===== config.mk =====
export PLATFORM = sky130hd
export DESIGN_NAME = parity_frame_serializer_flat
export DESIGN_NICKNAME = d
export VERILOG_FILES = /design/src/rtl/parity_frame_serializer_if.sv /design/src/rtl/parity_frame_serializer.sv /design/src/flat_wrapper.sv
export SDC_FILE = /design/constraint.sdc
export NUM_CORES = 1
export LEC_CHECK = 0
export CAP_MARGIN = 20
export CORE_ASPECT_RATIO = 0.8
export CORE_MARGIN = 1
export CORE_UTILIZATION = 45
export DETAILED_ROUTE_END_ITERATION = 8
export GPL_TIMING_DRIVEN = 0
export PLACE_DENSITY = 0.73
export SYNTH_ARGS = -nofsm -noshare
export SYNTH_HDL_FRONTEND = slang
export SYNTH_SLANG_ARGS = --single-unit

===== constraint.sdc =====
create_clock -name clk -period 1.3 [get_ports clk]
set_input_delay 0.325 -clock clk [delete_from_list [all_inputs] [get_ports clk]]
set_output_delay 0.325 -clock clk [all_outputs]
set_load 0.05 [all_outputs]

===== src/rtl/parity_frame_serializer_if.sv =====
// Handshake and serial-stream bundle for parity_frame_serializer.
// The master drives words in and observes the serial stream; the slave is the serializer.
interface parity_frame_serializer_if #(
  parameter int unsigned DATA_W = 8
);
  logic [DATA_W-1:0] in_data;
  logic              in_valid;
  logic              in_ready;
  logic              ser_out;
  logic              ser_valid;
  logic              ser_stb;
  logic              frame_last;

  modport master (
    output in_data, in_valid,
    input  in_ready, ser_out, ser_valid, ser_stb, frame_last
  );

  modport slave (
    input  in_data, in_valid,
    output in_ready, ser_out, ser_valid, ser_stb, frame_last
  );
endinterface


===== src/rtl/parity_frame_serializer.sv =====
// Parallel-to-serial framer: LSB-first data bits, optional even-parity bit.
// Define SER_PARITY_EN to append the parity bit (frame = DATA_W+1 bits).
module parity_frame_serializer #(
  parameter int unsigned DATA_W   = 8,
  parameter int unsigned BAUD_DIV = 1
) (
  input  logic                      clk,
  input  logic                      reset,
  parity_frame_serializer_if.slave  bus
);

  localparam int unsigned BIT_W = $clog2(DATA_W + 1);
  localparam int unsigned DIV_W = (BAUD_DIV > 1) ? $clog2(BAUD_DIV) : 1;
  localparam logic [BIT_W-1:0] BIT_LAST = BIT_W'(DATA_W - 1);
  localparam logic [DIV_W-1:0] DIV_LAST = DIV_W'(BAUD_DIV - 1);

`ifdef SER_PARITY_EN
  typedef enum logic [1:0] {StIdle, StData, StPar} state_e;
`else
  typedef enum logic [0:0] {StIdle, StData} state_e;
`endif

  state_e            r_state, w_state_d;
  logic [DATA_W-1:0] r_shreg, w_shreg_d;
  logic [BIT_W-1:0]  r_bit_cnt, w_bit_cnt_d;
  logic [DIV_W-1:0]  r_div_cnt, w_div_cnt_d;
`ifdef SER_PARITY_EN
  logic              r_parity, w_parity_d;
`endif

  logic r_ser_out, r_ser_valid, r_ser_stb, r_frame_last;
  logic w_ser_out_d, w_ser_valid_d, w_ser_stb_d, w_frame_last_d;
  logic w_bit_stb;

  assign w_bit_stb = (r_div_cnt == DIV_LAST);

  always_comb begin
    w_state_d   = r_state;
    w_shreg_d   = r_shreg;
    w_bit_cnt_d = r_bit_cnt;
    w_div_cnt_d = r_div_cnt;
`ifdef SER_PARITY_EN
    w_parity_d  = r_parity;
`endif
    case (r_state)
      StIdle: begin
        if (bus.in_valid) begin
          w_state_d   = StData;
          w_shreg_d   = bus.in_data;
          w_bit_cnt_d = '0;
          w_div_cnt_d = '0;
`ifdef SER_PARITY_EN
          w_parity_d  = ^bus.in_data;
`endif
        end
      end
      StData: begin
        if (w_bit_stb) begin
          w_div_cnt_d = '0;
          w_shreg_d   = r_shreg >> 1;
          w_bit_cnt_d = r_bit_cnt + 1'b1;
          if (r_bit_cnt == BIT_LAST) begin
`ifdef SER_PARITY_EN
            w_state_d = StPar;
`else
            w_state_d = StIdle;
`endif
          end
        end else begin
          w_div_cnt_d = r_div_cnt + 1'b1;
        end
      end
`ifdef SER_PARITY_EN
      StPar: begin
        if (w_bit_stb) begin
          w_div_cnt_d = '0;
          w_state_d   = StIdle;
        end else begin
          w_div_cnt_d = r_div_cnt + 1'b1;
        end
      end
`endif
      default: w_state_d = StIdle;
    endcase
  end

  // Outputs are decoded from next state so the flops present them in the matching cycle.
  always_comb begin
    w_ser_valid_d = (w_state_d != StIdle);
    w_ser_stb_d   = w_ser_valid_d && (w_div_cnt_d == DIV_LAST);
`ifdef SER_PARITY_EN
    w_ser_out_d    = (w_state_d == StPar) ? w_parity_d : (w_shreg_d[0] & w_ser_valid_d);
    w_frame_last_d = (w_state_d == StPar);
`else
    w_ser_out_d    = w_shreg_d[0] & w_ser_valid_d;
    w_frame_last_d = (w_state_d == StData) && (w_bit_cnt_d == BIT_LAST);
`endif
  end

  always_ff @(posedge clk or posedge reset) begin
    if (reset) begin
      r_state      <= StIdle;
      r_shreg      <= '0;
      r_bit_cnt    <= '0;
      r_div_cnt    <= '0;
`ifdef SER_PARITY_EN
      r_parity     <= 1'b0;
`endif
      r_ser_out    <= 1'b0;
      r_ser_valid  <= 1'b0;
      r_ser_stb    <= 1'b0;
      r_frame_last <= 1'b0;
    end else begin
      r_state      <= w_state_d;
      r_shreg      <= w_shreg_d;
      r_bit_cnt    <= w_bit_cnt_d;
      r_div_cnt    <= w_div_cnt_d;
`ifdef SER_PARITY_EN
      r_parity     <= w_parity_d;
`endif
      r_ser_out    <= w_ser_out_d;
      r_ser_valid  <= w_ser_valid_d;
      r_ser_stb    <= w_ser_stb_d;
      r_frame_last <= w_frame_last_d;
    end
  end

  assign bus.in_ready   = (r_state == StIdle) & ~reset;
  assign bus.ser_out    = r_ser_out;
  assign bus.ser_valid  = r_ser_valid;
  assign bus.ser_stb    = r_ser_stb;
  assign bus.frame_last = r_frame_last;

endmodule

===== src/flat_wrapper.sv =====
// flat-port wrapper written by rule: the top's interface ports become plain ports
module parity_frame_serializer_flat 
#(
  parameter int unsigned DATA_W   = 8,
  parameter int unsigned BAUD_DIV = 1
)
  (clk, reset, bus_in_data, bus_in_valid, bus_in_ready, bus_ser_out, bus_ser_valid, bus_ser_stb, bus_frame_last);
  parity_frame_serializer_if #(.DATA_W(DATA_W)) bus_i ();
  input  logic clk;
  input  logic reset;
  input wire logic [$bits(bus_i.in_data)-1:0] bus_in_data;
  input wire logic [$bits(bus_i.in_valid)-1:0] bus_in_valid;
  output wire logic [$bits(bus_i.in_ready)-1:0] bus_in_ready;
  output wire logic [$bits(bus_i.ser_out)-1:0] bus_ser_out;
  output wire logic [$bits(bus_i.ser_valid)-1:0] bus_ser_valid;
  output wire logic [$bits(bus_i.ser_stb)-1:0] bus_ser_stb;
  output wire logic [$bits(bus_i.frame_last)-1:0] bus_frame_last;
  assign bus_i.in_data = bus_in_data;
  assign bus_i.in_valid = bus_in_valid;
  assign bus_in_ready = bus_i.in_ready;
  assign bus_ser_out = bus_i.ser_out;
  assign bus_ser_valid = bus_i.ser_valid;
  assign bus_ser_stb = bus_i.ser_stb;
  assign bus_frame_last = bus_i.frame_last;
  parity_frame_serializer #(.DATA_W(DATA_W), .BAUD_DIV(BAUD_DIV)) u_core (.clk(clk), .reset(reset), .bus(bus_i));
endmodule

Yosys cells after proc, flatten, opt, wreduce, memory -nomap -nowiden
Index checks and enable logic that the tools add are counted.
W data, S select, Z words.

operators by class
  add/sub/neg operators = 2
  $lt $le $gt $ge = 0
  equality and inequality tests = 4
  multiply operators = 0
  divide/modulo/power cells = 0
  muxes and demuxes = 13
  shift operators = 0
  reductions and logical operators = 3
  bitwise gates (word level) = 5

operator list
  operator               count
  $mux W8                2
  $pmux W8 S2            1
  $eq A4 B3 Y1 const B   2
  $mux W4                2
  $pmux W4 S2            1
  $mux W1                5
  $add A4 B1 Y4 const B  1
  $ne A2 B2 Y1 const B   2
  $pmux W1 S2            2
  $not A1 Y1             3
  $and A1 B1 Y1          2
  $logic_and A1 B1 Y1    2
  $reduce_and A2 Y1      1
  $add A1 B1 Y1 const B  1

storage, ports and cells
  output and inout bits = 5
  bits in writable memories = 0
  memories = 0
  bits in read-only memories = 0
  word-level logic and storage cells = 35
  input port bits = 11
  latch bits = 0
  flip-flop bits (word level) = 17

Depth between registers and ports, before layout
  depth after elaboration = 5
  depth in mapped cells = 4
  mapped depth without buffers = 4

Least setup slack after synthesis
OpenSTA, ideal clock, no wires.

  kind = register -> output
  from = register u_core.r_state
  to = output port bus_in_ready
  buffers on the path = 2
  cell stages (with the launch flop) = 4
  required time = 0.975 ns
  data arrival time = 1.675 ns
  slack = -0.700 ns
  path through = dfrtp_1 buf_2 buf_1 nor2_1

on the way
  longest elaborated chain between the ends = 2

ends and longest elaborated chain
  item                    RTL line                        text
  from (decl)             parity_frame_serializer.sv:23   state_e r_state, w_state_d;
  from (signal assigned)  parity_frame_serializer.sv:102  r_state <= StIdle;
  from (signal assigned)  parity_frame_serializer.sv:114  r_state <= w_state_d;
  $not A1 Y1              n/a
  $and A1 B1 Y1           parity_frame_serializer.sv:128  assign bus.in_ready = (r_state == StIdle) & ~reset;
  to (decl)               flat_wrapper.sv:13              output wire logic [$bits(bus_i.in_ready)-1:0] bus_in_ready;

Every way passes these cells.

Worst setup path after layout
Ends and elaborated chain as after synthesis.

==> flow_summary.yaml <==
global_routing:
  grt_pass1_vias: 677
  gr-usage-met1: 0.273
  grt_busiest_layer: "met2"
  gr-total-overflow: 0
  use_met3: 0.0769
  grt_first_pass_wirelength_um: 3080
  grt_start_max_net_pins: 18
  antenna_found_initial: 0
  use_met2: 0.283
  grt_use_total: 0.198
floorplanning:
  num_rows: 14
  die_area_mm2: 0.00217
  die_y_um: 41.9
  die_x_um: 51.8
  num_io_pins: 16
  core-area_mm2: 0.00187
  start_util: 0.477
setup_path:
  reg2reg_to: "u_core.bus.frame_last"
  crit_type: "reg2out"
  worstReg2RegStart: "u_core.r_state"
  worstSetupStartpointType: "flip-flop"
  required_ns: 0.98
  rrSetupSlack_ns: -0.02
  critPathCaptureType: "output pin"
  cpMaxStageDelayCell: "dfrtp_2"
  path_buf_inv: 3
  reg2regPathDepth: 3
  crit_chain: "buf_6 > buf_8 > nor2_4 > buf_6"
  cpMostUsedCell: "buf_6"
  critPathTopFamily: "flip-flops"
  crit_fanout: 3
  max_stage_delay_ns: 0.42
  cp_data_arrival_time_ns: 1.17
cts:
  numClockSinks: 17
  htreeDepth: 1
  cts_tree: "done"
  clkLatencyLatePin_ns: 0.29
  path_clk_slew_ns: 0.09
  hold_buffers: 0
  cts-root-buf: "clkbuf_4"
  cts_buffers: 3
  clockBufferDepth: 2
synth:
  synthArstFlopShare: 1.00
  synth_cell_types: 25
  synth_nets: 97
  synthFlopType: "dfrtp_1"
  synth-edff-count: 0
  synth-seq-cells: 17
  syn_inst: 85
  netlist_area_um2: 893
  ys_seq_area_frac: 0.476
  yosys_warnings: 0
  syn_avg_cell_area_um2: 10.5
route:
  ant_nets: 0
  drtIter0Drc: 13
  drt_wl_total_um: 1800
  vias_per_cell: 5.21
  vias: 698
  drc_errors: 0
  wl_per_cell_um: 13.4
  drt_first_pass_iters: 4
finish:
  drive_gt1_frac: 0.291
  final_cell_mix: "dfrtp_1, mux2i_1, clkdlybuf4s50_1, buf_4, a21oi_1"
  final_nets: 123
  antenna_cells: 0
  mostFrequentLayoutCell: "dfrtp_1"
  synthToLayoutAreaGrowth_pct: 32.2
  fin_cells: 134
  n_fill_cell: 154
  fin_util: 0.630
timing:
  worst_pin_slew_ns: 0.646
  finalClockSkew_ns: 0.00144
  finalSetupViolCount: 2
  slew_viol_final: 0
  fin_crit_sh: 1.15
  grt_setup_unrepaired: "true"
  fmax_ghz: 0.668
  final_hold_viol_count: 0
  max_slew_margin: 0.569
  fin_crit_ns: 1.50
  final.setup.worst_slack_ns: -0.197
power:
  ir_drop_v: 0.00123
  power_uw: 2620
  p_leak_uw: 0.000498
  powerDensity_mw_per_mm2: 2220
placed_design:
  gp_congestion: 0.735
  dp.cells: 124
  numPortBuffers: 15
  pre_cts_ws_ns: -0.720
run_status:
  violations: "negative setup slack"
  status: "finished with violations"
worst_hold_path:
  min_path_type: "in2async"
flow_run:
  cap_violations: 0
-- worst max-delay path by stage --
stage	from	end	cells past startpoint	slack, ns
after floorplan	u_core.r_state	bus_in_ready	3	-0.09
after CTS	u_core.r_state	bus_in_ready	4	-0.21
after detailed placement	reset	bus_in_ready	3	-0.72
after global placement	reset	bus_in_ready	3	-0.71
after global routing	u_core.r_state	bus_in_ready	4	-0.24
final	u_core.r_state	bus_in_ready	4	-0.20
-- timing repair --
action / 4_1_cts / 5_1_grt
setup endpoints to repair: 11 / 12
pin swaps: 2 / 4
resized for setup: 38 / 4
buffers inserted: 6 / 1
-- where the power goes --
part	internal, uW	switching (uW)	total [uW]
Sequential	751	112	864
Combinational	657	819	1480
Clock	120	163	283
Total	1530	1090	2620
-- per-layer routing --
metal	part of all wire	vias up
met5	0	-
met4	0.0089	0
met3	0.038	3
met2	0.47	12
met1	0.48	328
li1	-	355
-- registers in the layout (all words and copies together), names as in the netlist --
register               cells
u_core.bus.ser_stb         1
u_core.bus.frame_last      1
u_core.r_state             1
u_core.bus.ser_out         1
u_core.r_shreg             8
u_core.r_div_cnt           1
u_core.r_bit_cnt           4
-- Yosys cell counts (2+ instances only) --
cell type	number	area share
a211oi_1	5	0.042
and3b_1	2	0.020
nor2_1	2	0.0084
dfrtp_1	17	0.48
a31oi_1	4	0.028
nand2_1	4	0.017
mux2i_1	11	0.12
nor2b_1	6	0.042
a21oi_1	6	0.034
inv_1	4	0.017
and2_1	2	0.014
buf_2	4	0.022
xnor2_1	2	0.020
o21ai_0	5	0.028
-- worst reg2reg max path, stage by stage (launching register included) --
cell	delay, ns
dfrtp_2	0.42
and3b_2	0.23
a31o_1	0.22
a2111oi_2	0.35
-- cell families after synthesis --
logic type,after synthesis,share of synthesized area
compound gates,23,0.169
fa+ha+maj,1,0.0140
flops,17,0.476
buf+inv,10,0.0560
simple gates,20,0.132
xor+xnor,3,0.0294
mux,11,0.123
-- area by class of cell --
| type | count | area (um2) | share of cell area |
|---|---|---|---|
| Inverter | 4 | 15.0 | 0.0127 |
| Tap cell | 24 | 30.0 | 0.0254 |
| Timing Repair Buffer | 22 | 186 | 0.158 |
| Clock buffer | 4 | 26.3 | 0.0222 |
| Sequential cell | 17 | 428 | 0.362 |
| Multi-Input combinational cell | 58 | 449 | 0.380 |
| Buffer | 5 | 46.3 | 0.0392 |
-- per-stage QoR --
step / hold slack (ns) / cell area, um2 / TNS (ns)
2_1_floorplan: 0.251 / 916 / -0.199
3_3_place_gp: 0.515 / 1100 / -5.29
3_5_place_dp: 0.523 / 1100 / -5.56
4_1_cts: 0.516 / 1170 / -0.245
5_1_grt: 0.563 / 1180 / -0.375
6_report: 0.496 / 1180 / -0.222
Power figures use the tool's default switching activity.
